**src/rtl/chk_clk_if.sv**
```systemverilog
// Handshake bundle for the chk_clk clock-ratio checker: stimulus inputs and status outputs.
interface chk_clk_if #(
    parameter int ERR_W = 8
);
    logic             enb;
    logic             clk_2f_in;
    logic             clk_f_in;
    logic             locked;
    logic             err;
    logic [ERR_W-1:0] err_cnt;

    modport master (
        output enb, clk_2f_in, clk_f_in,
        input  locked, err, err_cnt
    );

    modport slave (
        input  enb, clk_2f_in, clk_f_in,
        output locked, err, err_cnt
    );
endinterface

```
**src/rtl/chk_clk.sv**
```systemverilog
// Clock-ratio checker for gen_clk outputs (clk_2f: 2-cycle, clk_f: 4-cycle half periods) on clk_8f.
// Define CHK_PHASE_EN to also require every clk_f rising edge to coincide with a clk_2f rising edge.
module chk_clk #(
    parameter int LOCK_CNT = 4,
    parameter int ERR_W    = 8
) (
    input  logic      clk_8f,
    input  logic      rst,
    chk_clk_if.slave  bus
);
    localparam int GC_W = $clog2(LOCK_CNT + 1);
    localparam logic [GC_W-1:0] GC_LAST = GC_W'(LOCK_CNT - 1);

    localparam logic [1:0] ST_IDLE = 2'd0;
    localparam logic [1:0] ST_ACQ  = 2'd1;
    localparam logic [1:0] ST_LOCK = 2'd2;

    logic [1:0]       state_q, state_d;
    logic             s2_q, s2_d, p2_q, p2_d;
    logic             sf_q, sf_d, pf_q, pf_d;
    logic [2:0]       r2_q, r2_d, rf_q, rf_d;
    logic             primed2_q, primed2_d, primedf_q, primedf_d;
    logic             bad_q, bad_d;
    logic [GC_W-1:0]  good_cnt_q, good_cnt_d;
    logic             locked_q, locked_d;
    logic             err_q, err_d;
    logic [ERR_W-1:0] err_cnt_q, err_cnt_d;

    logic edge2, edgef, rise2, risef;
    logic viol2, violf, viol_ph, viol, good;

    assign edge2 = s2_q ^ p2_q;
    assign edgef = sf_q ^ pf_q;
    assign rise2 = s2_q & ~p2_q;
    assign risef = sf_q & ~pf_q;

    // A run counter sitting at 6 with no edge is about to saturate: that is the timeout.
    assign viol2 = (edge2 & primed2_q & (r2_q != 3'd1)) | (~edge2 & (r2_q == 3'd6));
    assign violf = (edgef & primedf_q & (rf_q != 3'd3)) | (~edgef & (rf_q == 3'd6));

`ifdef CHK_PHASE_EN
    assign viol_ph = risef & primed2_q & primedf_q & ~rise2;
`else
    assign viol_ph = 1'b0;
`endif

    assign viol = viol2 | violf | viol_ph;
    assign good = risef & primed2_q & primedf_q & ~bad_q & ~viol;

    always_comb begin
        // NOTE: every _d starts from its _q, so no branch leaves a value unassigned and no latch is inferred.
        state_d    = state_q;
        r2_d       = r2_q;
        rf_d       = rf_q;
        primed2_d  = primed2_q;
        primedf_d  = primedf_q;
        bad_d      = bad_q;
        good_cnt_d = good_cnt_q;
        err_cnt_d  = err_cnt_q;
        err_d      = 1'b0;
        s2_d       = bus.clk_2f_in;
        p2_d       = s2_q;
        sf_d       = bus.clk_f_in;
        pf_d       = sf_q;

        if (!bus.enb || state_q == ST_IDLE) begin
            state_d    = bus.enb ? ST_ACQ : ST_IDLE;
            r2_d       = 3'd0;
            rf_d       = 3'd0;
            primed2_d  = 1'b0;
            primedf_d  = 1'b0;
            bad_d      = 1'b0;
            good_cnt_d = '0;
        end else begin
            r2_d      = edge2 ? 3'd0 : ((r2_q == 3'd7) ? 3'd7 : r2_q + 3'd1);
            rf_d      = edgef ? 3'd0 : ((rf_q == 3'd7) ? 3'd7 : rf_q + 3'd1);
            primed2_d = primed2_q | edge2;
            primedf_d = primedf_q | edgef;
            bad_d     = risef ? 1'b0 : (bad_q | viol);

            if (state_q == ST_LOCK) begin
                if (viol) begin
                    err_d      = 1'b1;
                    err_cnt_d  = (&err_cnt_q) ? err_cnt_q : err_cnt_q + ERR_W'(1);
                    state_d    = ST_ACQ;
                    good_cnt_d = '0;
                    primed2_d  = 1'b0;
                    primedf_d  = 1'b0;
                end
            end else if (state_q == ST_ACQ) begin
                if (viol) begin
                    good_cnt_d = '0;
                end else if (good) begin
                    if (good_cnt_q == GC_LAST) begin
                        state_d    = ST_LOCK;
                        good_cnt_d = '0;
                    end else begin
                        good_cnt_d = good_cnt_q + GC_W'(1);
                    end
                end
            end else begin
                state_d = ST_IDLE;
            end
        end

        locked_d = (state_d == ST_LOCK);
    end

    // NOTE: every flop, err_cnt included, is cleared by the asynchronous reset; there is no memory array here.
    always_ff @(posedge clk_8f or negedge rst) begin
        if (!rst) begin
            state_q    <= ST_IDLE;
            s2_q       <= 1'b0;
            p2_q       <= 1'b0;
            sf_q       <= 1'b0;
            pf_q       <= 1'b0;
            r2_q       <= 3'd0;
            rf_q       <= 3'd0;
            primed2_q  <= 1'b0;
            primedf_q  <= 1'b0;
            bad_q      <= 1'b0;
            good_cnt_q <= '0;
            locked_q   <= 1'b0;
            err_q      <= 1'b0;
            err_cnt_q  <= '0;
        end else begin
            // NOTE: non-blocking assignments make every flop see pre-edge values, independent of statement order.
            state_q    <= state_d;
            s2_q       <= s2_d;
            p2_q       <= p2_d;
            sf_q       <= sf_d;
            pf_q       <= pf_d;
            r2_q       <= r2_d;
            rf_q       <= rf_d;
            primed2_q  <= primed2_d;
            primedf_q  <= primedf_d;
            bad_q      <= bad_d;
            good_cnt_q <= good_cnt_d;
            locked_q   <= locked_d;
            err_q      <= err_d;
            err_cnt_q  <= err_cnt_d;
        end
    end

    assign bus.locked  = locked_q;
    assign bus.err     = err_q;
    assign bus.err_cnt = err_cnt_q;
endmodule

```
**src/flat_wrapper.sv**
```systemverilog
// flat-port wrapper written by rule: the top's interface ports become plain ports
module chk_clk_flat 
#(
    parameter int LOCK_CNT = 4,
    parameter int ERR_W    = 8
)
  (clk_8f, rst, bus_enb, bus_clk_2f_in, bus_clk_f_in, bus_locked, bus_err, bus_err_cnt);
  chk_clk_if #(.ERR_W(ERR_W)) bus_i ();
  input  logic clk_8f;
  input  logic rst;
  input wire logic [$bits(bus_i.enb)-1:0] bus_enb;
  input wire logic [$bits(bus_i.clk_2f_in)-1:0] bus_clk_2f_in;
  input wire logic [$bits(bus_i.clk_f_in)-1:0] bus_clk_f_in;
  output wire logic [$bits(bus_i.locked)-1:0] bus_locked;
  output wire logic [$bits(bus_i.err)-1:0] bus_err;
  output wire logic [$bits(bus_i.err_cnt)-1:0] bus_err_cnt;
  assign bus_i.enb = bus_enb;
  assign bus_i.clk_2f_in = bus_clk_2f_in;
  assign bus_i.clk_f_in = bus_clk_f_in;
  assign bus_locked = bus_i.locked;
  assign bus_err = bus_i.err;
  assign bus_err_cnt = bus_i.err_cnt;
  chk_clk #(.LOCK_CNT(LOCK_CNT), .ERR_W(ERR_W)) u_core (.clk_8f(clk_8f), .rst(rst), .bus(bus_i));
endmodule
```
**config.mk**
```make
export PLATFORM = sky130hd
export DESIGN_NAME = chk_clk_flat
export DESIGN_NICKNAME = d
export VERILOG_FILES = /design/src/rtl/chk_clk_if.sv /design/src/rtl/chk_clk.sv /design/src/flat_wrapper.sv
export SDC_FILE = /design/constraint.sdc
export NUM_CORES = 1
export LEC_CHECK = 0
export CAP_MARGIN = 25
export CORE_MARGIN = 3
export CORE_UTILIZATION = 50
export DETAILED_ROUTE_END_ITERATION = 10
export PLACE_DENSITY = 0.73
export SYNTH_ARGS = -nofsm -noshare
export SYNTH_HDL_FRONTEND = slang
export SYNTH_SLANG_ARGS = --single-unit
```
**constraint.sdc**
```tcl
create_clock -name clk_8f -period 5.79 [get_ports clk_8f]
set_input_delay 1.158 -clock clk_8f [delete_from_list [all_inputs] [get_ports clk_8f]]
set_output_delay 1.158 -clock clk_8f [all_outputs]
set_load 0.02 [all_outputs]
```
== Word level (Yosys, flattened, before mapping) ==
Cells that the tools add are included.
Widths: inputs -> output; s select.
Storage, ports and cells
  register bits: 28
  word-level logic and storage cells: 95
Operators by class
  reductions and logical operators: 8
  multiplexer cells: 32
  bitwise operators: 26
  $add $sub $neg: 4
  equality and inequality tests: 11
Operator list (count)
  $mux 3: 13
  $mux 2: 7
  $eq 3x3->1 const B: 4
  $mux 1: 12
  $and 1x1->1: 11
  $add 3x1->3 const B: 3
  $add 8x1->8 const B: 1
  $reduce_and 8->1: 1
  $not 1->1: 7
  $ne 3x1->1 const B: 2
  $or 1x1->1: 6
  $reduce_bool 3->1: 2
  $eq 2x2->1 const B: 2
  $reduce_and 4->1: 1
  $eq 3x2->1 const B: 1
  $ne 3x2->1 const B: 1
  $reduce_and 3->1: 1
  $eq 2x1->1 const B: 1
  $logic_not 2->1: 1
  $xor 1x1->1: 2
  $logic_not 1->1: 1
  $logic_or 1x1->1: 1

== Longest topological paths before layout ==
  depth after elaboration: 13
  gate-level depth with buffers: 8

== Worst setup path before layout ==
No wires, ideal clock.
  path type: input -> register
  from: input port bus_enb
  to: register u_core.good_cnt_q[0]
  arrival time: 2188 ps
  library setup time: 64 ps
  cell stages on the path: 6
  slack: 3539 ps
  cell sequence: nor2b_1 -> buf_2 -> nand3_1 -> or4b_1 -> a21oi_1 -> a21o_1
On the way
  longest elaborated chain between the ends: 4
  elaborated cells on any way between the ends: 7
Ends and longest elaborated chain
  from (decl): line flat_wrapper.sv:11  | input wire logic [$bits(bus_i.enb)-1:0] bus_enb;
  $logic_not 1->1 (*): line chk_clk.sv:66  | if (!bus.enb || state_q == ST_IDLE) begin
  $logic_or 1x1->1 (*): line chk_clk.sv:66
  $ne 3x1->1 (no line) or $reduce_bool 3->1 (tied branches)
  $reduce_and 3->1 (no line)
  to (signal assigned): line chk_clk.sv:138  | good_cnt_q <= good_cnt_d;
  to (decl): line chk_clk.sv:24  | logic [GC_W-1:0] good_cnt_q, good_cnt_d;
Every way passes the cells marked *; elsewhere a longest branch is shown, timed or not.
A chain may end at the register's enable or synchronous reset.

== Worst setup path after layout ==
  from: input port bus_enb
  to: register u_core.err_cnt_q[1], in the netlist u_core.bus.err_cnt[1]
On the way
  longest elaborated chain between the ends: 4
Ends and longest elaborated chain
  $logic_not 1->1: line chk_clk.sv:66
  $logic_or 1x1->1: line chk_clk.sv:66
  $not 1->1 (no line)
  $reduce_and 4->1 (no line)
  to (signal assigned): line chk_clk.sv:141  | err_cnt_q <= err_cnt_d;
  to (decl): line chk_clk.sv:27  | logic [ERR_W-1:0] err_cnt_q, err_cnt_d;
No other way between the ends.

==> flow_summary.html <==
<table>
<tr><th>Metric</th><th>Value</th></tr>
<tr><th colspan="2">STA</th></tr>
<tr><td>Final Hold Slack</td><td>0.4062 ns</td></tr>
<tr><td>Slew margin rel.</td><td>54.39%</td></tr>
<tr><td>Maximum clock frequency</td><td>340.3 MHz</td></tr>
<tr><td>Count of pins over their slew limit</td><td>0</td></tr>
<tr><td>Unrepaired setup endpoints after global routing</td><td>no</td></tr>
<tr><td>Clock period minus final worst setup slack</td><td>2.939 ns</td></tr>
<tr><td>Number of endpoints failing setup at the final stage</td><td>0</td></tr>
<tr><td>Total negative slack</td><td>0 ns</td></tr>
<tr><td>Period utilization</td><td>50.76%</td></tr>
<tr><td>Slew @ Worst Pin</td><td>0.6828 ns</td></tr>
<tr><td>Clock tree skew after final layout</td><td>0.005860 ns</td></tr>
<tr><td>Number of hold violations in the final report</td><td>0</td></tr>
<tr><th colspan="2">CTS</th></tr>
<tr><td>Clock network latency to the later pin of the worst-skew pair</td><td>0.32 ns</td></tr>
<tr><td>TritonCTS clock tree</td><td>yes</td></tr>
<tr><td>CTS H-Tree Depth</td><td>1</td></tr>
<tr><td>Setup fix buffers added after clock tree synthesis</td><td>0</td></tr>
<tr><td>Sinks on the clock net</td><td>28</td></tr>
<tr><td>Number of resized instances in the post-cts repair step</td><td>0</td></tr>
<tr><td>Buffer levels on the longest clock path</td><td>2</td></tr>
<tr><td>Number of buffers inserted for hold repair after clock tree synthesis</td><td>0</td></tr>
<tr><td>Clock-pin transition on the worst setup and hold timing paths</td><td>0.13 ns</td></tr>
<tr><td>Clock buffers created by TritonCTS</td><td>3</td></tr>
<tr><td>Cell chosen for the clock root</td><td>sky130_fd_sc_hd__clkbuf_4</td></tr>
<tr><th colspan="2">Routing</th></tr>
<tr><td>Antenna-violating nets left</td><td>0</td></tr>
<tr><td>Sum of routed wire length over all layers</td><td>2498 um</td></tr>
<tr><td>Total number of vias</td><td>1003</td></tr>
<tr><td>Number of detailed-route iterations in the first pass</td><td>4</td></tr>
<tr><td>Avg Vias per Cell</td><td>5.511</td></tr>
<tr><td>Mean routed wirelength per cell</td><td>13.73 um</td></tr>
<tr><td>DRC violation count after routing</td><td>0</td></tr>
<tr><td>Count of routing violations after the opening detailed-route iteration</td><td>23</td></tr>
<tr><th colspan="2">Outcome</th></tr>
<tr><td>Run status</td><td>completed</td></tr>
<tr><th colspan="2">Synth</th></tr>
<tr><td>Cell with the most instances after synthesis</td><td>sky130_fd_sc_hd__dfrtp_1</td></tr>
<tr><td>Count of flip-flops with a built-in enable after synthesis</td><td>0</td></tr>
<tr><td>Cells after Synth</td><td>136</td></tr>
<tr><td>Most frequently used flop master after synthesis</td><td>sky130_fd_sc_hd__dfrtp_1</td></tr>
<tr><td>Number of distinct library cells after synthesis</td><td>29</td></tr>
<tr><td>Mean instance size in the synthesized netlist</td><td>10.47 sq um</td></tr>
<tr><td>Top cells by area, synth</td><td>sky130_fd_sc_hd__dfrtp_1 49%, sky130_fd_sc_hd__ha_1 9.7%, sky130_fd_sc_hd__nor2_1 4.0%</td></tr>
<tr><td>Dominant cell type by area after synthesis</td><td>sky130_fd_sc_hd__dfrtp_1</td></tr>
<tr><td>Commonest cells post-synth</td><td>28 x sky130_fd_sc_hd__dfrtp_1, 15 x sky130_fd_sc_hd__nor2_1, 11 x sky130_fd_sc_hd__ha_1</td></tr>
<tr><td>Synth Register Bits</td><td>28</td></tr>
<tr><td>Post-Syn Nets</td><td>152</td></tr>
<tr><td>Seq/Total Area, Yosys</td><td>49.21%</td></tr>
<tr><td>Count of yosys warnings during synthesis</td><td>0</td></tr>
<tr><td>Post-synthesis cell area</td><td>1424 sq um</td></tr>
<tr><td>Share of the synthesized area in the top cell type</td><td>49.21%</td></tr>
<tr><td>Share of flip-flops with an asynchronous set or reset</td><td>100.0%</td></tr>
<tr><th colspan="2">Finish</th></tr>
<tr><td>Area of all placed cells without fillers</td><td>1625 sq um</td></tr>
<tr><td>Layout Utilization</td><td>62.75%</td></tr>
<tr><td>Antenna diode count</td><td>0</td></tr>
<tr><td>Layout cells sized above 1</td><td>8.553%</td></tr>
<tr><td>Total Nets Final</td><td>169</td></tr>
<tr><td>Layout area overhead</td><td>14.15%</td></tr>
<tr><th colspan="2">Die</th></tr>
<tr><td>Rows</td><td>18</td></tr>
<tr><td>Count of boundary I/O pins</td><td>15</td></tr>
<tr><td>Die Footprint</td><td>3524 sq um</td></tr>
<tr><td>Starting density of the core</td><td>54.98%</td></tr>
<tr><td>Height of the die</td><td>59.37 um</td></tr>
<tr><td>Area of the core</td><td>2590 sq um</td></tr>
<tr><td>Die Wd</td><td>59.37 um</td></tr>
<tr><th colspan="2">Global route</th></tr>
<tr><td>Number of antenna violations at the first check in global routing</td><td>0</td></tr>
<tr><td>Wire length of the first global-routing pass</td><td>4160 um</td></tr>
<tr><td>Remaining global-route overflow</td><td>0</td></tr>
<tr><td>Global-route usage over all layers</td><td>15.30%</td></tr>
<tr><td>Maximum number of pins on one net before global-route repair</td><td>29</td></tr>
<tr><td>Via count of the first global-routing pass</td><td>972</td></tr>
<tr><th colspan="2">Critical path</th></tr>
<tr><td>Peak fanout along the critical path</td><td>10</td></tr>
<tr><td>Kind of end point of the critical path</td><td>register</td></tr>
<tr><td>Type of element launching the critical path</td><td>input pin</td></tr>
<tr><td>Data required time of the worst path</td><td>6.01 ns</td></tr>
<tr><td>Critical Setup Path Class</td><td>in -&gt; reg</td></tr>
<tr><td>Arrival time of the worst setup path</td><td>3.15 ns</td></tr>
<tr><th colspan="2">Power</th></tr>
<tr><td>Power, Total</td><td>0.0003219 W</td></tr>
<tr><td>Power density over the cells</td><td>198.1 nW/um^2</td></tr>
<tr><td>Leak pwr</td><td>0.7875 nW</td></tr>
<tr><td>Maximum resistive drop on vdd</td><td>0.1755 mV</td></tr>
<tr><th colspan="2">Placement</th></tr>
<tr><td>Number of buffers inserted by port buffering</td><td>14</td></tr>
<tr><td>Global placer's final weighted congestion</td><td>0.7463</td></tr>
<tr><td>Cell area after placement</td><td>1589 sq um</td></tr>
<tr><td>Sum of net half-perimeters after detailed placement</td><td>1911 um</td></tr>
<tr><th colspan="2">Flow run</th></tr>
<tr><td>Max_cap viols</td><td>0</td></tr>
<tr><th colspan="2">Min path</th></tr>
<tr><td>Worst min-delay path category</td><td>reg -&gt; reg</td></tr>
</table>
worst max-delay path: stages:
cell and delay (ns):
sky130_fd_sc_hd__clkdlybuf4s50_1 0.51, sky130_fd_sc_hd__nor2b_1 0.58, sky130_fd_sc_hd__nand2_1 0.31, sky130_fd_sc_hd__nor2_1 0.24, sky130_fd_sc_hd__mux2_2 0.35
cells in the final DEF, fill, tap and decap left out, types with 2 or more instances in the layout:
master	n
sky130_fd_sc_hd__o221a_2	3
sky130_fd_sc_hd__dfrtp_1	28
sky130_fd_sc_hd__ha_1	11
sky130_fd_sc_hd__clkdlybuf4s50_1	14
sky130_fd_sc_hd__mux2_2	3
sky130_fd_sc_hd__xor2_1	6
sky130_fd_sc_hd__and2_1	2
sky130_fd_sc_hd__o21ai_0	2
sky130_fd_sc_hd__nor3_1	5
sky130_fd_sc_hd__a21o_1	2
sky130_fd_sc_hd__clkbuf_4	3
sky130_fd_sc_hd__nand4_1	4
sky130_fd_sc_hd__nand2_1	10
sky130_fd_sc_hd__nor2b_1	2
sky130_fd_sc_hd__a21oi_1	7
sky130_fd_sc_hd__nand2b_1	5
sky130_fd_sc_hd__nand3_1	10
sky130_fd_sc_hd__inv_1	9
sky130_fd_sc_hd__nor2_1	15
power by group:
part / total, W / switching, W / internal, W
clock: 0.0000905 / 0.0000521 / 0.0000384
combinational: 0.0000282 / 0.0000178 / 0.0000104
sequential: 0.000203 / 0.00000338 / 0.000200
cell type report:
cell class	instances	area, sq um
clock buffer	4	36.28
multi-input combinational	96	669.4
sequential	28	700.7
tap	30	37.54
inverter	9	33.78
fill	213	964.7
timing repair buffer	15	147.6
layer usage:
metal | track usage (%) | wire, um
met4 | 3.236 | 0
met3 | 3.922 | 87
met5 | 0 | 0
met1 | 19.53 | 1158
met2 | 26.05 | 1253
sequential cells by signal, indices dropped and copies added, names as in the netlist, 2 cells and up:
register            flops
u_core.bus.err_cnt      8
u_core.good_cnt_q       3
u_core.r2_q             3
u_core.rf_q             3
u_core.state_q          2
through the flow:
step / setup slack (ns) / cells
after detailed placement: 2.520 / 178
after global routing: 2.765 / 182
final: 2.851 / 182
after global placement: 2.609 / 178
after CTS: 2.866 / 182
after floorplan: 3.539 / 136
kinds of logic after synthesis:
| family | synth area share, % |
|---|---|
| AND/OR/NAND/NOR | 22.93 |
| XOR/XNOR | 4.306 |
| adder cells (fa/ha/maj) | 9.666 |
| buffers and inverters | 3.778 |
| multiplexers | 2.372 |
| flip-flops | 49.21 |
| AO/OA/AOI/OAI | 7.732 |
final timing paths:
path,cells past startpoint,endpoint,start,slack (ns)
setup / recovery,5,u_core.bus.err_cnt[1],bus_enb,2.85
hold / removal,0,u_core.pf_q,u_core.pf_d,0.41
setup reg to reg,6,u_core.bus.err_cnt[1],u_core.state_q[1],3.53
hold reg to reg,0,u_core.pf_q,u_core.pf_d,0.41
max in group asynchronous,2,u_core.bus.err_cnt[0],rst,4.33
min in group asynchronous,2,u_core.state_q[1],rst,1.19
Power figures use the tool's default switching activity.
